### src/rtl/oversample_pkg.sv
// rtl/oversample_pkg.sv - shared widths and helpers for the multi-channel oversampler
package oversample_pkg;

  localparam int DEF_CH_W = 4;

  function automatic int acc_w(input int sample_w, input int max_log2r);
    return sample_w + max_log2r;
  endfunction

  // Half the extra bits are kept: 2^r samples buy r/2 bits of resolution.
  function automatic int out_w(input int sample_w, input int max_log2r);
    return sample_w + max_log2r / 2;
  endfunction

  function automatic int entry_w(input int o_w, input int ch_w);
    return o_w + ch_w;
  endfunction

  function automatic int clog2(input int n);
    int r;
    r = 0;
    while ((1 << r) < n) r++;
    return r;
  endfunction

endpackage

### src/rtl/sync_fifo.sv
// rtl/sync_fifo.sv - same-clock first-word fall-through FIFO
module sync_fifo
  import oversample_pkg::*;
#(
  parameter int WIDTH = 20,
  parameter int DEPTH = 8
) (
  input  logic             clk,
  input  logic             reset_n,
  input  logic             push,
  input  logic [WIDTH-1:0] wdata,
  input  logic             pop,
  output logic [WIDTH-1:0] rdata,
  output logic             full,
  output logic             empty
);

  localparam int AW = clog2(DEPTH);

  logic [WIDTH-1:0] mem_q [DEPTH];
  logic [AW:0]      wr_q, wr_d, rd_q, rd_d;
  logic             do_push, do_pop;

  // Extra pointer bit tells full from empty when the indices match.
  always_comb begin
    empty   = (wr_q == rd_q);
    full    = (wr_q[AW] != rd_q[AW]) && (wr_q[AW-1:0] == rd_q[AW-1:0]);
    do_pop  = pop && !empty;
    do_push = push && (!full || do_pop);
    wr_d    = wr_q + (AW+1)'(do_push);
    rd_d    = rd_q + (AW+1)'(do_pop);
  end

  assign rdata = mem_q[rd_q[AW-1:0]];

  always_ff @(posedge clk) begin
    if (!reset_n) begin
      wr_q <= '0;
      rd_q <= '0;
    end else begin
      wr_q <= wr_d;
      rd_q <= rd_d;
    end
  end

  always_ff @(posedge clk) begin
    if (do_push) mem_q[wr_q[AW-1:0]] <= wdata;
  end

endmodule

### src/rtl/oversample_multi.sv
// rtl/oversample_multi.sv - per-channel 2^r accumulate-and-decimate with output FIFO
module oversample_multi
  import oversample_pkg::*;
#(
  parameter int SAMPLE_W   = 12,
  parameter int NUM_CH     = 4,
  parameter int CH_W       = DEF_CH_W,
  parameter int MAX_LOG2R  = 8,
  parameter int FIFO_DEPTH = 8,
  localparam int ACC_W     = acc_w(SAMPLE_W, MAX_LOG2R),
  localparam int OUT_W     = out_w(SAMPLE_W, MAX_LOG2R)
) (
  input  logic                clk,
  input  logic                reset_n,
  input  logic [SAMPLE_W-1:0] sample,
  input  logic [CH_W-1:0]     sample_ch,
  input  logic                eoc,
  input  logic [3:0]          ratio_log2,
  input  logic [NUM_CH-1:0]   ch_enable,
  output logic [OUT_W-1:0]    out_data,
  output logic [CH_W-1:0]     out_ch,
  output logic                out_valid,
  input  logic                out_ready,
  output logic                overflow,
  output logic                bad_ch
);

  localparam int ENT_W = entry_w(OUT_W, CH_W);
  localparam int CNT_W = MAX_LOG2R;

  logic [ACC_W-1:0] acc_q [NUM_CH];
  logic [ACC_W-1:0] acc_d [NUM_CH];
  logic [CNT_W-1:0] cnt_q [NUM_CH];
  logic [CNT_W-1:0] cnt_d [NUM_CH];
  logic [3:0]       r_q, r_eff, shamt;
  logic             r_change, ch_oob;
  logic [CNT_W:0]   one_hot;
  logic [CNT_W-1:0] last_cnt;
  logic [ACC_W-1:0] sum, scaled;
  logic             push_q, push_d;
  logic [ENT_W-1:0] ent_q, ent_d, last_q;
  logic             overflow_q, bad_ch_q;
  logic [ENT_W-1:0] fifo_rdata;
  logic             fifo_full, fifo_empty, fifo_pop;

  always_comb begin
    r_eff    = (ratio_log2 > 4'(MAX_LOG2R)) ? 4'(MAX_LOG2R) : ratio_log2;
    r_change = (r_eff != r_q);
    ch_oob   = eoc && (32'(sample_ch) >= NUM_CH);
    one_hot  = (CNT_W+1)'(1) << r_q;
    last_cnt = CNT_W'(one_hot - 1'b1);
    shamt    = 4'(MAX_LOG2R) - r_q;
    sum      = '0;
    scaled   = '0;
    push_d   = 1'b0;
    ent_d    = '0;
    for (int c = 0; c < NUM_CH; c++) begin
      acc_d[c] = acc_q[c];
      cnt_d[c] = cnt_q[c];
      if (r_change || !ch_enable[c]) begin
        acc_d[c] = '0;
        cnt_d[c] = '0;
      end else if (eoc && sample_ch == CH_W'(c)) begin
        sum = acc_q[c] + ACC_W'(sample);
        if (cnt_q[c] == last_cnt) begin
          // MSB-align so every ratio lands on the same output scale.
          scaled   = sum << shamt;
          push_d   = 1'b1;
          ent_d    = {scaled[ACC_W-1 -: OUT_W], CH_W'(c)};
          acc_d[c] = '0;
          cnt_d[c] = '0;
        end else begin
          acc_d[c] = sum;
          cnt_d[c] = cnt_q[c] + 1'b1;
        end
      end
    end
  end

  assign fifo_pop = out_ready && !fifo_empty;

  always_ff @(posedge clk) begin
    if (!reset_n) begin
      for (int c = 0; c < NUM_CH; c++) begin
        acc_q[c] <= '0;
        cnt_q[c] <= '0;
      end
      r_q        <= r_eff;
      push_q     <= 1'b0;
      ent_q      <= '0;
      last_q     <= '0;
      overflow_q <= 1'b0;
      bad_ch_q   <= 1'b0;
    end else begin
      acc_q  <= acc_d;
      cnt_q  <= cnt_d;
      r_q    <= r_eff;
      push_q <= push_d;
      ent_q  <= ent_d;
      if (ch_oob) bad_ch_q <= 1'b1;
      if (push_q && fifo_full && !fifo_pop) overflow_q <= 1'b1;
      if (fifo_pop) last_q <= fifo_rdata;
    end
  end

  sync_fifo #(
    .WIDTH (ENT_W),
    .DEPTH (FIFO_DEPTH)
  ) u_fifo (
    .clk     (clk),
    .reset_n (reset_n),
    .push    (push_q),
    .wdata   (ent_q),
    .pop     (fifo_pop),
    .rdata   (fifo_rdata),
    .full    (fifo_full),
    .empty   (fifo_empty)
  );

  // Holding the last popped word keeps out_data steady while the FIFO is empty.
  assign {out_data, out_ch} = fifo_empty ? last_q : fifo_rdata;
  assign out_valid          = !fifo_empty;
  assign overflow           = overflow_q;
  assign bad_ch             = bad_ch_q;

endmodule

### config.mk
export PLATFORM = sky130hd
export DESIGN_NAME = oversample_multi
export DESIGN_NICKNAME = d
export VERILOG_FILES = /design/src/rtl/oversample_pkg.sv /design/src/rtl/sync_fifo.sv /design/src/rtl/oversample_multi.sv
export SDC_FILE = /design/constraint.sdc
export NUM_CORES = 1
export LEC_CHECK = 0
export CAP_MARGIN = 20
export CORE_MARGIN = 2
export CORE_UTILIZATION = 34
export CTS_BUF_LIST = sky130_fd_sc_hd__clkbuf_8
export DETAILED_ROUTE_END_ITERATION = 6
export PLACE_DENSITY = 0.56
export SYNTH_ARGS = -nofsm -noshare
export SYNTH_HDL_FRONTEND = slang
export SYNTH_HIERARCHICAL = 1
export SYNTH_SLANG_ARGS = --single-unit
### constraint.sdc
create_clock -name clk -period 5.3 [get_ports clk]
set_clock_uncertainty 0.2 [all_clocks]
set_input_delay 1.06 -clock clk [delete_from_list [all_inputs] [get_ports clk]]
set_output_delay 1.06 -clock clk [all_outputs]
set_load 0.05 [all_outputs]
==> flow_summary.json <==
{
  "dieWidth_um": 248,
  "p_sw_share_pct": 27.4,
  "grt_setup_unrepaired": "no",
  "slew_violations": 0,
  "postCtsSetupRepairBufs": 0,
  "start_util_pct": 34.4,
  "numPortBuffers": 50,
  "p_int_mw": 4.35,
  "tightest_slew_ns": 1.12,
  "end_kind": "flop",
  "drtIter0Drc": 1285,
  "wl_per_cell_um": 21.2,
  "clk_pin_slew_ns": 0.06,
  "reg2reg_from": "r_q[1]",
  "hold_path_class": "flop to flop",
  "sequentialPowerShare_pct": 43.8,
  "clk_latency_ns": 0.68,
  "dpl.hpwl_um": 49100,
  "power.density_nw_per_um2": 254,
  "synthesis.area_sq_um": 20300,
  "htree_num_levels": 2,
  "setup_tns_ns": 0,
  "setup_viol": 0,
  "peakVddDrop_mv": 0.200,
  "route.vias.total": 17876,
  "final_common_cell": "nand2_1",
  "p_comb_share_pct": 13.2,
  "grt_pass1_wl_um": 104000,
  "hold_buffers": 0,
  "cts_inserted_buffers": 57,
  "period_minus_slack_ns": 4.84,
  "postSynthCellCount": 2256,
  "placed_area_sq_um": 22300,
  "crit_type": "flop to flop",
  "r2r_setup_slack_ns": 0.46,
  "antennaDiodeCount": 0,
  "min_path_cells": 2,
  "dp_cells": 3068,
  "fin_nets": 2449,
  "die_h_um": 248,
  "synth-async-reset-ratio_pct": 0,
  "maxCapViolations": 0,
  "r2r_cells": 15,
  "cts.repair.resized": 0,
  "rows": 89,
  "power_frac_clock_pct": 43.0,
  "n_fill_cell": 5961,
  "status": "completed",
  "cts_root_buf": "clkbuf_8",
  "r2r_end": "ent_q[6]",
  "yosysWarnings": 6,
  "postLayoutCellArea_sq_um": 23600,
  "syn2layout_area_growth_pct": 16.1,
  "gp_congestion": 1.00,
  "most-common-layout-cells": "nand2_1, nor2_1, a21oi_1",
  "cp_data_required_time_ns": 5.70,
  "grt_max_degree": 84,
  "synth-seq-cells": 325,
  "io_pins": 51,
  "critPathMaxFanout": 15,
  "p_leak_nw": 8.36,
  "cts_tree": "done",
  "syn_area_per_cell_sq_um": 9.00,
  "p_switching_mw": 1.64,
  "fin_cells": 3175,
  "seq_area_frac_synth_pct": 39.9,
  "drive_above_1_share_pct": 13.6,
  "finalCritPeriodShare_pct": 91.3,
  "max-slew-margin-rel_pct": 25.0,
  "overflow": 0,
  "max_freq_ghz": 0.207,
  "track_usage_pct": 21.3,
  "synthFlopType": "dfxtp_1",
  "clock-sinks": 325,
  "core_sq_um": 59000,
  "hp-start": "last_q[3]",
  "cp.arrival_ns": 5.23,
  "antenna_found_initial": 1,
  "postRouteAntennaNets": 0,
  "synth-edff-count": 160,
  "hold_violations": 0,
  "grt_pass1_vias": 17432,
  "clock_path_buffers": 3,
  "hold_path_end": "last_q[3]",
  "synth.distinct_cells": 97,
  "drt-total-wl_um": 67400,
  "firstDrtPassIters": 5,
  "setup.worst_path.start_class": "flop",
  "route.detailed.drc": 0,
  "routed_via_density": 5.63,
  "floorplan.die_area_sq_um": 61700
}
final cells by class:
cell class                      instances  area (sq um)  share of cell area (%)
Inverter                               41           154                   0.653
Tap cell                              773           967                    4.10
Clock inverter                         35           292                    1.24
Clock buffer                           72           991                    4.20
Multi-Input combinational cell       1757         11600                    49.3
Sequential cell                       325          8110                    34.4
Timing Repair Buffer                  172          1440                    6.11
flip-flops by register name (all words and copies together) (netlist names):
register,flops
bad_ch,1
u_fifo/mem_q,160
last_q,20
cnt_q,32
u_fifo/wr_q,4
acc_q,80
r_q,4
ent_q,18
push_q,1
u_fifo/rd_q,4
overflow,1
routing by layer:
metal	up-vias	routed length (um)	global-route usage, %
met1	8657	29400	27.2
li1	8510	-	-
met5	-	13	0
met3	165	3690	3.46
met2	542	31000	34.8
met4	2	3370	10.8
critical path, stage by stage, from the launching register on:
cell	delay (ns)
dfxtp_1	0.49
inv_1	0.16
ha_2	0.21
ha_1	0.28
o21a_1	0.22
o21a_1	0.32
nor3b_1	0.57
a221oi_2	0.19
nor4_4	0.48
and4_1	0.28
buf_4	0.27
o221a_2	0.26
nor2_1	0.08
buf_4	0.15
nor3_1	0.37
buf_4	0.20
through the flow:
stage / util, % / power (mW) / worst slack (ns) / hold slack, ns
3_5_place_dp: 37.8 / 3.45 / -0.0587 / 0.243
4_1_cts: 39.9 / 6.06 / 0.440 / 0.253
6_report: 39.9 / 5.99 / 0.463 / 0.252
2_1_floorplan: - / 3.15 / 0.120 / 0.233
3_3_place_gp: 37.8 / 3.45 / 0.0643 / 0.237
5_1_grt: 39.9 / 6.23 / 0.155 / 0.275
Yosys cell counts, types with 21 or more instances:
| master | n | area share, % |
|---|---|---|
| inv_1 | 39 | 0.72 |
| mux2i_1 | 46 | 2.3 |
| edfxtp_1 | 160 | 24 |
| a211oi_1 | 28 | 1.0 |
| a21oi_1 | 218 | 5.4 |
| dfxtp_1 | 165 | 16 |
| o22ai_1 | 22 | 0.68 |
| o211ai_1 | 26 | 0.96 |
| nand4_1 | 21 | 0.65 |
| clkbuf_1 | 103 | 1.9 |
| mux4_2 | 42 | 4.7 |
| o21ai_0 | 133 | 3.3 |
| nor3_1 | 70 | 1.7 |
| nor2_1 | 245 | 4.5 |
| buf_2 | 21 | 0.52 |
| ha_1 | 63 | 3.9 |
| xnor2_1 | 67 | 2.9 |
| xor2_1 | 59 | 2.5 |
| nand2_1 | 294 | 5.4 |
| mux2_2 | 30 | 1.7 |
| nand3_1 | 47 | 1.2 |
power by group through the flow:
stage	combinational, mW	sequential (mW)	clock, mW
6_report	0.793	2.62	2.57
5_1_grt	0.844	2.62	2.76
4_1_cts	0.775	2.62	2.66
3_5_place_dp	0.772	2.67	0
3_3_place_gp	0.778	2.67	0
2_1_floorplan	0.472	2.68	0
worst max-delay path by stage:
stage	start	end	slack, ns	cells after the start
after floorplan	r_q[0]	ent_q[17]	0.12	21
after global placement	sample[0]	ent_q[17]	0.06	14
after detailed placement	sample[0]	ent_q[19]	-0.06	16
after CTS	u_fifo/rd_q[0]	out_data[13]	0.44	6
after global routing	r_q[1]	ent_q[16]	0.15	17
final	r_q[1]	ent_q[6]	0.46	15
cells by family (layout without fill, tap and decap cells):
group | after synthesis | in the layout | share of synthesized area, %
and+or+nand+nor | 819 | 819 | 18.6
AOI/OAI and AO/OA | 608 | 608 | 19.1
DFF | 325 | 325 | 39.9
buffers and inverters | 189 | 320 | 3.73
xor gates and xnor gates | 129 | 129 | 5.78
muxes | 118 | 118 | 8.59
adders and majority gates | 67 | 67 | 4.28
other | 1 | 16 | 0.0185
No activity file was read; power rests on OpenSTA's default activity.
==> patch: new RTL, same settings <==
Change the parameter `SAMPLE_W` from 12 to 24.
--- a/src/rtl/oversample_multi.sv
+++ b/src/rtl/oversample_multi.sv
@@ -3,5 +3,5 @@
   import oversample_pkg::*;
 #(
-  parameter int SAMPLE_W   = 12,
+  parameter int SAMPLE_W   = 24,
   parameter int NUM_CH     = 4,
   parameter int CH_W       = DEF_CH_W,
Interface: changed (resized out_data and sample); port bits go from 51 to 75. The function was not compared with the original's and may differ.
==> patch against the original RTL <==
Routed wire length is 90% higher; global-route usage rose by 4.1 points; largest power group unchanged; cell area rose by 74%; synthesized area increased by 63%; largest cell class unchanged; sequential cell count rose by 168; setup slack got worse by 0.28 ns; combinational power is 110% higher; total power is 61% higher.
==> patch: results (changes against the original RTL) <==
| Metric | Value |
|---|---|
| Ys flop type | edfxtp_1 |
| CP max stage delay | 0.62 ns (+0.05 ns) |
| RePlAce Congestion | 0.978 (-2.3%) |
| Vias in the first global route | 30100 (+73%) |
| NumNets Final | 4332 (+77%) |
| Initial antenna violation count | 3 (+2) |
| Internal | 0.00674 W (+55%) |
| Cell Count, Final, Fillers Out | 5529 (+74%) |
| Post-route ant nets | 0 (unchanged) |
| Critical-path top delay cell | clkdlybuf4s50_1 |
| Delay-heaviest family, CP | compound AO/OA/AOI/OAI gates |
| Status | finished clean |
| Clk Latency, worst-skew pair | 0.76 ns (+0.08 ns) |
| First-pass GRT wire length | 192000 um (+86%) |
| Fillers | 9604 (+61%) |
| Clock root buffer | clkbuf_8 |
| Async S/R FF share, synth | 0% (unchanged) |
| TritonRoute pass-1 iters | 6 (+1) |
| Crit Path Max Fanout | 4 (-11) |
| Unique masters post-synth | 98 (+1.0%) |
| Slew margin rel. | 31.5% (+6.5 points) |
| Peak VDD IR | 0.167 mV (-16%) |
| DP HPWL | 94100 um (+91%) |
| Post-synth EDFFs | 256 (+60%) |
| Worst Hold Class | reg -> reg |
| Avg Cell Area, Syn | 8.96 sq um (-0.43%) |
| 1st-iter DRT viols | 2935 (+130%) |
| Worst slack at placement | -0.576 ns (-0.517 ns) |
| Clock Tree Buf Depth | 3 (unchanged) |
| Pleak | 15.0 nW (+80%) |
| I/O Buffers | 74 (+48%) |
| Ranking of synthesized cells by area | edfxtp_1 (23%), dfxtp_1 (14%), nand2_1 (6.1%) |
| CTS Buf Count | 90 (+58%) |
| Sequential area share after synthesis | 37.5% (-2.4 points) |
| CTS H-tree depth | 3 (+1) |
| Synth cell count leaders | nand2_1 (536), a21oi_1 (333), nor2_1 (307), edfxtp_1 (256), dfxtp_1 (237) |
| Max reg flops | 256 (+60%) |
| Worst path arrival time | 5.62 ns (+0.39 ns) |
| Synth Warn # | 6 (unchanged) |
| Share of cells above drive strength 1 | 21.7% (+8.1 points) |
| DR DRC count | 0 (unchanged) |
| Vias/cell | 5.71 (+1.5%) |
| Total Wirelength | 128000 um (+90%) |
| GRT Util Overall | 25.4% (+4.1 points) |
| Dpl cells | 5360 (+75%) |
| Worst-path clk slew | around 0.070 ns |
| Largest net degree at the start of global routing | 158 (+88%) |
==> patch: changes by cell type after synthesis, sizes merged, moves of 45 or more <==
cell / delta
nand2: +242
dfxtp: +72
mux2i: +64
clkbuf: +108
edfxtp: +96
nor2: +62
ha: +48
mux4: +45
nand3: +92
a21oi: +115
==> patch: kinds of logic (layout without fill, tap and decap cells) <==
| family | after synthesis | in the layout | share of synthesized area [%] |
|---|---|---|---|
| AOI/OAI and AO/OA | 1023 | 1023 | 20.2 |
| xor gates and xnor gates | 169 | 169 | 4.62 |
| buffers and inverters | 316 | 856 | 3.79 |
| other | 1 | 19 | 0.0113 |
| and+or+nand+nor | 1318 | 1318 | 18.1 |
| DFF | 493 | 493 | 37.5 |
| muxes | 260 | 260 | 11.4 |
| adders and majority gates | 115 | 115 | 4.43 |
==> patch: power groups by stage <==
stage	Sequential, W	Clock, W	Combinational [W]
after floorplan	0.00408	0	0.000892
after detailed placement	0.00409	0	0.00164
after global routing	0.00400	0.00420	0.00178
final	0.00400	0.00393	0.00170
after global placement	0.00409	0	0.00165
after CTS	0.00400	0.00405	0.00165
==> patch: per-layer routing <==
metal	vias up	wire (um)	global-route usage [%]
li1	14800	-	-
met1	15300	56700	35.3
met2	1256	56300	39.0
met3	241	9200	3.70
met4	0	5880	11.3
met5	-	0	0
==> patch: repair_timing <==
item / 4_1_cts / 5_1_grt
setup buffers: 0 / 0
resized for setup: 0 / 6
setup endpoints to repair: 0 / 5
==> patch: path summary, 6_finish.rpt <==
| check | start | to | slack, ns | cells past startpoint |
|---|---|---|---|---|
| worst max-delay path | sample[0] | ent_q[29] | 0.18 | 15 |
| worst min-delay path | last_q[15] | last_q[15] | 0.25 | 2 |
| worst max register to register | r_q[0] | ent_q[9] | 0.21 | 18 |
| worst min register to register | last_q[15] | last_q[15] | 0.25 | 2 |
==> patch: stage by stage <==
step | instance area (sq um) | TNS [ns] | hold WS [ns] | util (%) | total power (W)
after detailed placement | 39000 | -7.06 | 0.243 | 40.4 | 0.00573
after floorplan | 33200 | -23.10 | 0.233 | - | 0.00497
after global placement | 39000 | -6.78 | 0.238 | 40.4 | 0.00574
final | 41000 | 0 | 0.252 | 42.4 | 0.00963
after global routing | 41000 | 0 | 0.269 | 42.4 | 0.00999
after CTS | 40900 | 0 | 0.253 | 42.4 | 0.00971
==> patch: area by class of cell <==
class | instances | area, sq um | share of cell area [%]
Sequential cell | 493 | 12400 | 30.4
Clock inverter | 72 | 614 | 1.50
Timing Repair Buffer | 632 | 5110 | 12.5
Inverter | 59 | 221 | 0.541
Clock buffer | 93 | 1280 | 3.12
Antenna cell | 3 | 7.51 | 0.0183
Tap cell | 1276 | 1600 | 3.90
Multi-Input combinational cell | 2901 | 19700 | 48.1
